`src/rtl/pb_bank_writer_pkg.sv`:
```
// Shared definitions for the 4-bank PB writer and its address generator.
package pb_bank_writer_pkg;

  typedef enum logic [1:0] {
    IDLE = 2'd0,
    FILL = 2'd1,
    WAIT = 2'd2
  } wr_state_t;

  localparam int NUM_BANKS  = 4;
  localparam int BANK_SEL_W = 2;

  // PB lengths the reader's ROM set is built for
  localparam int PB_LEN_SHORT = 16;
  localparam int PB_LEN_MID   = 136;
  localparam int PB_LEN_LONG  = 520;

  // One-hot bank write enable from a bank index
  function automatic logic [NUM_BANKS-1:0] bank_onehot(input logic [BANK_SEL_W-1:0] sel);
    return NUM_BANKS'(1) << sel;
  endfunction

endpackage

```
`src/rtl/pb_bank_writer_addr_gen.sv`:
```
// Row / bank counters for the quarter-per-bank fill pattern.
// The beat presented with 'load' is always bank0 row0 of a fresh PB, using
// the live pb_len/pb_offset because the latched copies update on that edge.
module pb_quarter_addr_gen
  import pb_bank_writer_pkg::*;
#(
  parameter int A_WIDTH = 12
) (
  input  logic                  clk,
  input  logic                  rst,
  input  logic                  load,
  input  logic                  adv,
  input  logic [A_WIDTH-1:0]    pb_len,
  input  logic [A_WIDTH-1:0]    pb_offset,
  output logic [BANK_SEL_W-1:0] wr_sel,
  output logic [A_WIDTH-1:0]    wr_addr,
  output logic                  last_beat
);

  logic [A_WIDTH-1:0]    len_l;
  logic [A_WIDTH-1:0]    off_l;
  logic [A_WIDTH-1:0]    row;
  logic [BANK_SEL_W-1:0] bank_sel;

  logic [A_WIDTH-1:0]    q_eff;
  logic [A_WIDTH-1:0]    off_eff;
  logic [A_WIDTH-1:0]    cur_row;
  logic [BANK_SEL_W-1:0] cur_sel;
  logic                  row_end;

  // Position of the beat currently presented, and where it lands
  always_comb begin
    q_eff     = load ? (pb_len >> 2) : (len_l >> 2);
    off_eff   = load ? pb_offset : off_l;
    cur_row   = load ? '0 : row;
    cur_sel   = load ? '0 : bank_sel;
    row_end   = (cur_row == (q_eff - A_WIDTH'(1)));
    wr_sel    = cur_sel;
    wr_addr   = cur_row + off_eff;   // wraps modulo 2^A_WIDTH by design
    last_beat = row_end & (cur_sel == BANK_SEL_W'(NUM_BANKS - 1));
  end

  // Latch geometry on sof, step row/bank on every written beat
  always_ff @(posedge clk or posedge rst) begin
    if (rst) begin
      len_l    <= '0;
      off_l    <= '0;
      row      <= '0;
      bank_sel <= '0;
    end else begin
      if (load) begin
        len_l <= pb_len;
        off_l <= pb_offset;
      end
      if (adv) begin
        row      <= row_end ? '0 : cur_row + A_WIDTH'(1);
        bank_sel <= row_end ? cur_sel + BANK_SEL_W'(1) : cur_sel;
      end else if (load) begin
        row      <= '0;
        bank_sel <= '0;
      end
    end
  end

endmodule

```
`src/rtl/pb_bank_writer.sv`:
```
// Serial PB stream to 4-bank writer; hands the filled banks to the reader.
//
// state | meaning
// ------+--------------------------------------------------------------
// IDLE  | waiting for a sof beat; ready only while the reader is idle
// FILL  | writing quarter k of the PB into bank k, one beat per write
// WAIT  | PB resident; rd_start pulsed, holding off until rd_busy drops
module pb_bank_writer
  import pb_bank_writer_pkg::*;
#(
  parameter int D_WIDTH = 2,
  parameter int A_WIDTH = 12
) (
  input  logic                 clk,
  input  logic                 rst,
  input  logic [A_WIDTH-1:0]   pb_len,
  input  logic [A_WIDTH-1:0]   pb_offset,
  input  logic                 sof,
  input  logic [D_WIDTH-1:0]   din,
  input  logic                 din_vld,
  output logic                 din_rdy,
  input  logic                 rd_busy,
  output logic [NUM_BANKS-1:0] bk_wen,
  output logic [A_WIDTH-1:0]   bk_waddr,
  output logic [D_WIDTH-1:0]   bk_wdata,
  output logic                 rd_start,
  output logic                 busy,
  output logic                 err
);

  wr_state_t state;
  wr_state_t state_nxt;

  logic                  accept;
  logic                  load;
  logic                  len_bad;
  logic                  do_write;
  logic                  err_set;
  logic                  fin;

  logic [BANK_SEL_W-1:0] wr_sel;
  logic [A_WIDTH-1:0]    wr_addr;
  logic                  last_beat;

  // A sof length must split into four non-empty equal quarters
  assign len_bad = (pb_len < A_WIDTH'(4)) | (pb_len[1:0] != 2'b00);

  pb_quarter_addr_gen #(
    .A_WIDTH (A_WIDTH)
  ) u_addr_gen (
    .clk       (clk),
    .rst       (rst),
    .load      (load),
    .adv       (do_write),
    .pb_len    (pb_len),
    .pb_offset (pb_offset),
    .wr_sel    (wr_sel),
    .wr_addr   (wr_addr),
    .last_beat (last_beat)
  );

  // State register
  always_ff @(posedge clk or posedge rst) begin
    if (rst) begin
      state <= IDLE;
    end else begin
      state <= state_nxt;
    end
  end

  // Next-state decode; WAIT is held for the rd_start cycle so the reader can raise rd_busy
  always_comb begin
    state_nxt = state;
    case (state)
      IDLE: begin
        if (do_write) state_nxt = FILL;
      end
      FILL: begin
        if (load)     state_nxt = len_bad ? IDLE : FILL;
        else if (fin) state_nxt = WAIT;
      end
      WAIT: begin
        if (!rd_start && !rd_busy) state_nxt = IDLE;
      end
      default: state_nxt = IDLE;
    endcase
  end

  // Handshake and per-beat decisions; a sof beat in FILL aborts and restarts
  always_comb begin
    din_rdy  = 1'b0;
    busy     = 1'b0;
    accept   = 1'b0;
    load     = 1'b0;
    do_write = 1'b0;
    err_set  = 1'b0;
    fin      = 1'b0;
    case (state)
      IDLE:    din_rdy = !rd_busy;
      FILL: begin
        din_rdy = 1'b1;
        busy    = 1'b1;
      end
      WAIT:    busy = 1'b1;
      default: busy = 1'b0;
    endcase
    if (rst) din_rdy = 1'b0;
    accept = din_vld & din_rdy;
    if (accept) begin
      if (sof) begin
        load     = 1'b1;
        err_set  = len_bad | (state == FILL);
        do_write = !len_bad;
      end else if (state == FILL) begin
        do_write = 1'b1;
        fin      = last_beat;
      end
    end
  end

  // Registered bank write port and pulses; addr/data hold when idle
  always_ff @(posedge clk or posedge rst) begin
    if (rst) begin
      bk_wen   <= '0;
      bk_waddr <= '0;
      bk_wdata <= '0;
      rd_start <= 1'b0;
      err      <= 1'b0;
    end else begin
      bk_wen <= do_write ? bank_onehot(wr_sel) : '0;
      if (do_write) begin
        bk_waddr <= wr_addr;
        bk_wdata <= din;
      end
      rd_start <= fin;
      err      <= err_set;
    end
  end

endmodule

```
`config.mk`:
```
export PLATFORM = sky130hd
export DESIGN_NAME = pb_bank_writer
export DESIGN_NICKNAME = d
export VERILOG_FILES = /design/src/rtl/pb_bank_writer_pkg.sv /design/src/rtl/pb_bank_writer_addr_gen.sv /design/src/rtl/pb_bank_writer.sv
export SDC_FILE = /design/constraint.sdc
export NUM_CORES = 1
export LEC_CHECK = 0
export CAP_MARGIN = 10
export CORE_MARGIN = 1
export CORE_UTILIZATION = 42
export DETAILED_ROUTE_END_ITERATION = 12
export PLACE_DENSITY_LB_ADDON = 0.25
export SLEW_MARGIN = 20
export SYNTH_ARGS = -nofsm -noshare
export SYNTH_HDL_FRONTEND = slang
export SYNTH_SLANG_ARGS = --single-unit
```
`constraint.sdc`:
```
create_clock -name clk -period 5.5 [get_ports clk]
set_input_delay 1.375 -clock clk [delete_from_list [all_inputs] [get_ports clk]]
set_output_delay 1.375 -clock clk [all_outputs]
set_load 0.02 [all_outputs]
```
# Yosys cells after proc, flatten, opt, wreduce, memory -nomap -nowiden
# Index checks and enable logic that the tools add are counted.
# W data, S select, Z words.
[word_totals]
ff_bits = 60
in_bits = 31
out_inout_bits = 22
word_cells = 63
[classes]
add_sub_neg = 4
order_cmp = 1
n_eq_ne = 7
n_shift = 1
n_mux = 28
n_bitwise = 4
reduce_logical = 8
[op_table]
columns = ["cell", "count"]
rows = [
  ["$mux W12", 4],
  ["$mux W2", 7],
  ["$mux W1", 13],
  ["$add A12 B1 Y12 const B", 1],
  ["$add A12 B12 Y12", 1],
  ["$eq A12 B12 Y1", 1],
  ["$lt A12 B3 Y1 const B", 1],
  ["$sub A12 B1 Y12 const B", 1],
  ["$mux W10", 1],
  ["$pmux W2 S3", 1],
  ["$eq A2 B2 Y1 const B", 2],
  ["$mux W4", 1],
  ["$ne A2 B2 Y1 const B", 2],
  ["$shl A1 B2 Y4 const A", 1],
  ["$logic_not A1 Y1", 3],
  ["$ne A3 B2 Y1 const B", 1],
  ["$reduce_and A3 Y1", 1],
  ["$add A2 B1 Y2 const B", 1],
  ["$and A1 B1 Y1", 2],
  ["$eq A2 B1 Y1 const B", 1],
  ["$logic_not A2 Y1", 1],
  ["$or A1 B1 Y1", 2],
  ["$pmux W1 S2", 1],
  ["$reduce_bool A2 Y1", 1],
  ["2 further kinds", 2],
]

# Depth between registers and ports, before layout
[logic_depth]
word_depth = 15
ltp_mapped = 21

# Modules after synthesis
# From an unflattened synthesis, not the netlist that was laid out.
[hier_totals]
cells_unflattened = 349
area_unflattened_um2 = 3744.8
[by_module_without_submodules]
columns = ["mod", "instances", "cells_each", "area_each_um2", "seq_area_each_um2"]
rows = [
  ["pb_quarter_addr_gen", 1, 272, 2716.4, 900.9],
  ["pb_bank_writer", 1, 77, 1028.5, 550.5],
]

# Least setup slack after synthesis
# No wires, ideal clock.
[synth_timing]
path_type = "input port to flip-flop"
startpoint = "input port sof"
endpoint = "register state[0]"
setup_ns = 0.121
arrival_time_ns = 4.573
t_required_ns = 5.379
path_slack_ns = 0.806
path_stages = 15
n_path_buf = 3
path_cell_list = "and3b_1 > o21ai_0 > buf_2 > clkbuf_1 > clkbuf_1 > mux2i_1 > ha_1 > nor2b_1 > nand3b_1 > xnor2_1 > a2bb2oi_1 > nor3_1 > o211ai_2 > o32a_1 > o22a_1"
[synth_via]
elab_chain_cells = 11
[synth_rtl]
columns = ["item", "line", "text"]
rows = [
  ["start, declared", "pb_bank_writer.sv:18", "input logic sof,"],
  ["$mux W1", "pb_bank_writer.sv:110", "if (sof) begin"],
  ["$mux W1", "pb_bank_writer.sv:109", "if (accept) begin"],
  ["$mux W10", "pb_bank_writer_addr_gen.sv:33", "q_eff = load ? (pb_len >> 2) : (len_l >> 2);"],
  ["$sub A12 B1 Y12", "pb_bank_writer_addr_gen.sv:37", "row_end = (cur_row == (q_eff - A_WIDTH'(1)));"],
  ["$eq A12 B12 Y1", "pb_bank_writer_addr_gen.sv:37", ""],
  ["$and A1 B1 Y1", "pb_bank_writer_addr_gen.sv:40", "last_beat = row_end & (cur_sel == BANK_SEL_W'(NUM_BANKS - 1));"],
  ["$mux W1", "pb_bank_writer.sv:114", "end else if (state == FILL) begin"],
  ["$mux W1", "pb_bank_writer.sv:110", ""],
  ["$mux W1", "pb_bank_writer.sv:109", ""],
  ["$ne A3 B2 Y1 (no source line)", "-", ""],
  ["$reduce_and A3 Y1 (no source line)", "-", ""],
  ["end signal, assigned", "pb_bank_writer.sv:67", "state <= state_nxt;"],
  ["end, declared", "pb_bank_writer.sv:31", "wr_state_t state;"],
]
# Parallel ways exist; a longest one is shown, timed or not.
# A chain may end at the register's enable or synchronous reset.

# Final worst setup path
[layout_timing]
startpoint = "input port rd_busy"
endpoint = "register state[0]"
[layout_via]
elab_chain_cells = 14
[layout_rtl]
columns = ["item", "line", "text"]
rows = [
  ["start, declared", "pb_bank_writer.sv:22", "input logic rd_busy,"],
  ["$logic_not A1 Y1 (*)", "pb_bank_writer.sv:83, pb_bank_writer.sv:99", ""],
  ["$pmux W1 S2", "pb_bank_writer.sv:98", "case (state)"],
  ["$mux W1", "pb_bank_writer.sv:107", "if (rst) din_rdy = 1'b0;"],
  ["$and A1 B1 Y1", "pb_bank_writer.sv:108", "accept = din_vld & din_rdy;"],
  ["$mux W1", "pb_bank_writer.sv:109", ""],
  ["$mux W10", "pb_bank_writer_addr_gen.sv:33", ""],
  ["$sub A12 B1 Y12", "pb_bank_writer_addr_gen.sv:37", ""],
  ["$eq A12 B12 Y1", "pb_bank_writer_addr_gen.sv:37", ""],
  ["$and A1 B1 Y1", "pb_bank_writer_addr_gen.sv:40", ""],
  ["$mux W1", "pb_bank_writer.sv:114", ""],
  ["$mux W1", "pb_bank_writer.sv:110", ""],
  ["$mux W1", "pb_bank_writer.sv:109", ""],
  ["$ne A3 B2 Y1 (no source line)", "-", ""],
  ["$reduce_and A3 Y1 (no source line)", "-", ""],
]
# Every way passes the cells marked *; elsewhere a longest branch is shown, timed or not.

==> impl_metrics.toml <==
[global_routing]
grtUsageMet1_pct = 26.6
globalRoute.totalOverflow = 0
grt_max_degree = 46
antenna_found_initial = 0
track_usage_pct = 19.9
busiest_layer = "met2"
grt_util_met3_pct = 3.48
grt_pass1_wl_um = 13500
grt_pass1_vias = 2798
grt_use_met2_pct = 31.4

[worst_setup_path]
cp.required_ns = 5.71
worstPathMaxFanout = 25
start_kind = "input port"
cpMaxStageDelayCell = "o21ai_4"
worstSetupPathType = "input port to flop"
cp_slowest_stage_delay_ns = 0.54
cpMostUsedCell = "nor2b_1"
cp_num_buf_inv = 1
crit_path_end_kind = "flop"
critPathArrivalTime_ns = 5.01
critPathTopFamily = "compound AO/OA/AOI/OAI gates"
crit_chain = "clkdlybuf4s50_1 -> nor2b_1 -> o21ai_4 -> mux2i_1 -> ha_1 -> nor2b_1 -> nand3b_1 -> xnor2_1 -> a2bb2oi_1 -> nor3_1 -> o211ai_2 -> o32a_1 -> o22a_1"

[drt]
via_per_inst = 5.19
drt_iter0_drc = 170
dr.pass1.iters = 4
wl_per_cell_um = 14.4
wl_um = 8160
post-route-drc-count = 0
detail-route-antenna-nets = 0
routed-via-count = 2937

[logic_synthesis]
synth_seq_area_share_pct = 40.6
synthesis.nets = 455
synth_top_cell_by_area = "dfrtp_1"
synth_async_sr_flop_share_pct = 100
synth_ff_type = "dfrtp_1"
synth_area_leaders = "dfrtp_1 41%, nand2_1 9.7%, ha_1 7.0%, xnor2_1 3.7%, xor2_1 3.7%"
ys_types = 55
avgSynthCellArea_um2 = 8.87
synth_top_cell_area_share_pct = 40.6
syn_inst = 403
yosysWarningCount = 0
synth.ff_latch_count = 58
synth_edf_count = 0
netlist_area_mm2 = 0.00357

[sta]
fin_crit_sh_pct = 87.3
setup_tns_ns = 0
hold_viol_final = 0
skew_ns = 0.0101
worst_slew_pin_slew_ns = 0.851
min_period_ns = 4.80
setup_viol = 0
drv_slew = 0
relSlewSlack_pct = 42.5
rsz0062_at_grt = "false"
max_freq_mhz = 208
fin_ws_ns = 0.700

[die]
die_h_um = 94.3
ioPinCount = 53
num_rows = 33
dieArea_mm2 = 0.00888
die_w_um = 94.3
core-area_mm2 = 0.00822
initial_core_util_pct = 43.5

[finish]
design_area_mm2 = 0.00445
nNetsFinal = 508
final_common_cell = "nand2_1"
layout_common_cells = "92 x nand2_1, 58 x dfrtp_1, 52 x clkdlybuf4s50_1"
final_layout_size_suffix_gt1_share_pct = 8.24
antenna_cells = 0
area_growth_pct = 24.5

[clock_tree]
cts_root_buf = "clkbuf_8"
cts_resized = 0
cts_hold_buf = 0
clockBufferDepth = 2
post_cts_buffers = 0
clock_latency_ns = 0.33
h-tree-depth = 3
clk_pin_slew_ns = 0.07
cts_made_buffers = 9
clock_sinks = 58
cts_tree = "built"

[placed_design]
post_dp_cell_area_mm2 = 0.00422
dpl.hpwl_um = 5980
post-place-ws_ns = 0.400
io_buffer_count = 52
gp_congestion = 0.813

[hold_path]
hold_class = "flop to flop"

[power_and_ir_drop]
p_per_area_mw_per_mm2 = 446
p_leak_nw = 2.04
vdd_drop_max_mv = 0.198

[status]
status = "complete, no violations"

[flow_run]
cap_violations = 0
==> flip-flops by register name, summed over array words and instances (netlist names) <==
register and cells:
bk_waddr 12, bk_wen 4, state 2, err 1, u_addr_gen.bank_sel 2, u_addr_gen.len_l 10
bk_wdata 2, u_addr_gen.row 12, rd_start 1, u_addr_gen.off_l 12
==> cell usage after synthesis (2+ instances only) <==
| master | number |
|---|---|
| nand2_1 | 92 |
| dfrtp_1 | 58 |
| nor2_1 | 27 |
| ha_1 | 20 |
| nor3_1 | 17 |
| o21ai_0 | 16 |
| xnor2_1 | 15 |
| xor2_1 | 15 |
| a21oi_1 | 14 |
| and2_1 | 13 |
| inv_1 | 13 |
| clkbuf_1 | 12 |
| mux2i_1 | 9 |
| nand3_1 | 7 |
| nand2b_1 | 6 |
| nor2b_1 | 6 |
| o21a_1 | 5 |
| and3_1 | 4 |
| nor4b_1 | 4 |
| o211ai_1 | 4 |
| mux2_2 | 3 |
| o31ai_1 | 3 |
| or2_2 | 3 |
| a211oi_1 | 2 |
| buf_2 | 2 |
| nand3b_1 | 2 |
| nand4_1 | 2 |
| nor3b_1 | 2 |
==> layout make-up <==
class	instances	area (µm²)
Clock buffer	11	131
Clock inverter	5	103
Fill cell	743	3770
Inverter	13	48.8
Multi-Input combinational cell	317	2030
Sequential cell	58	1450
Tap cell	105	131
Timing Repair Buffer	57	558
==> metal layers <==
layer / share of wire (%) / vias to the layer above / wire (µm)
li1: - / 1475 / -
met1: 48 / 1397 / 3950
met2: 46 / 52 / 3790
met3: 3.5 / 13 / 283
met4: 1.7 / 0 / 141
met5: 0 / - / 0
==> stage by stage <==
stage	utilization [%]	power [W]	hold WS, ns	cells
after global placement	51.3	0.00150	0.451	550
final	54.2	0.00198	0.468	566
after CTS	54.2	0.00200	0.475	566
after global routing	54.2	0.00212	0.495	566
after detailed placement	51.3	0.00152	0.459	550
after floorplan	-	0.00124	0.446	403
==> worst reg2reg max path: stages (launching register included) <==
cell and delay [ns]:
dfrtp_1 0.35, inv_1 0.08, ha_1 0.23, nor2b_1 0.20
o21ai_4 0.54, mux2i_1 0.32, ha_1 0.31, nor2b_1 0.32
nand3b_1 0.14, xnor2_1 0.17, a2bb2oi_1 0.18, nor3_1 0.27
o211ai_2 0.23, o32a_1 0.39, o22a_1 0.20
==> path summary, 6_finish.rpt <==
| check | end | cells after the start | startpoint | slack (ns) |
|---|---|---|---|---|
| min in group asynchronous | rd_start | 2 | rst | 1.39 |
| worst max register to register | state[0] | 14 | state[0] | 1.47 |
| worst max-delay path | state[0] | 13 | rd_busy | 0.70 |
| worst min-delay path | bk_waddr[4] | 2 | bk_waddr[4] | 0.47 |
| worst min register to register | bk_waddr[4] | 2 | bk_waddr[4] | 0.47 |
| max in group asynchronous | u_addr_gen.row[6] | 3 | rst | 3.23 |
==> cells by family (layout without fill, tap and decap cells) <==
kind of cell    after synthesis  count (layout)  share of synthesized area [%]
buf+inv                      28              86                           3.01
simple gates                193             193                           25.9
compound gates               58              58                           10.6
flops                        58              58                           40.6
xor+xnor                     30              30                           7.35
mux                          15              15                           4.90
fa+ha+maj                    21              21                           7.56
==> power breakdown <==
part	switching (W)	internal, W
clock	0.000173	0.000301
sequential	0.0000916	0.000565
combinational	0.000462	0.000392
total	0.000727	0.00126
Note: power is estimated with default switching activity, not from simulation.
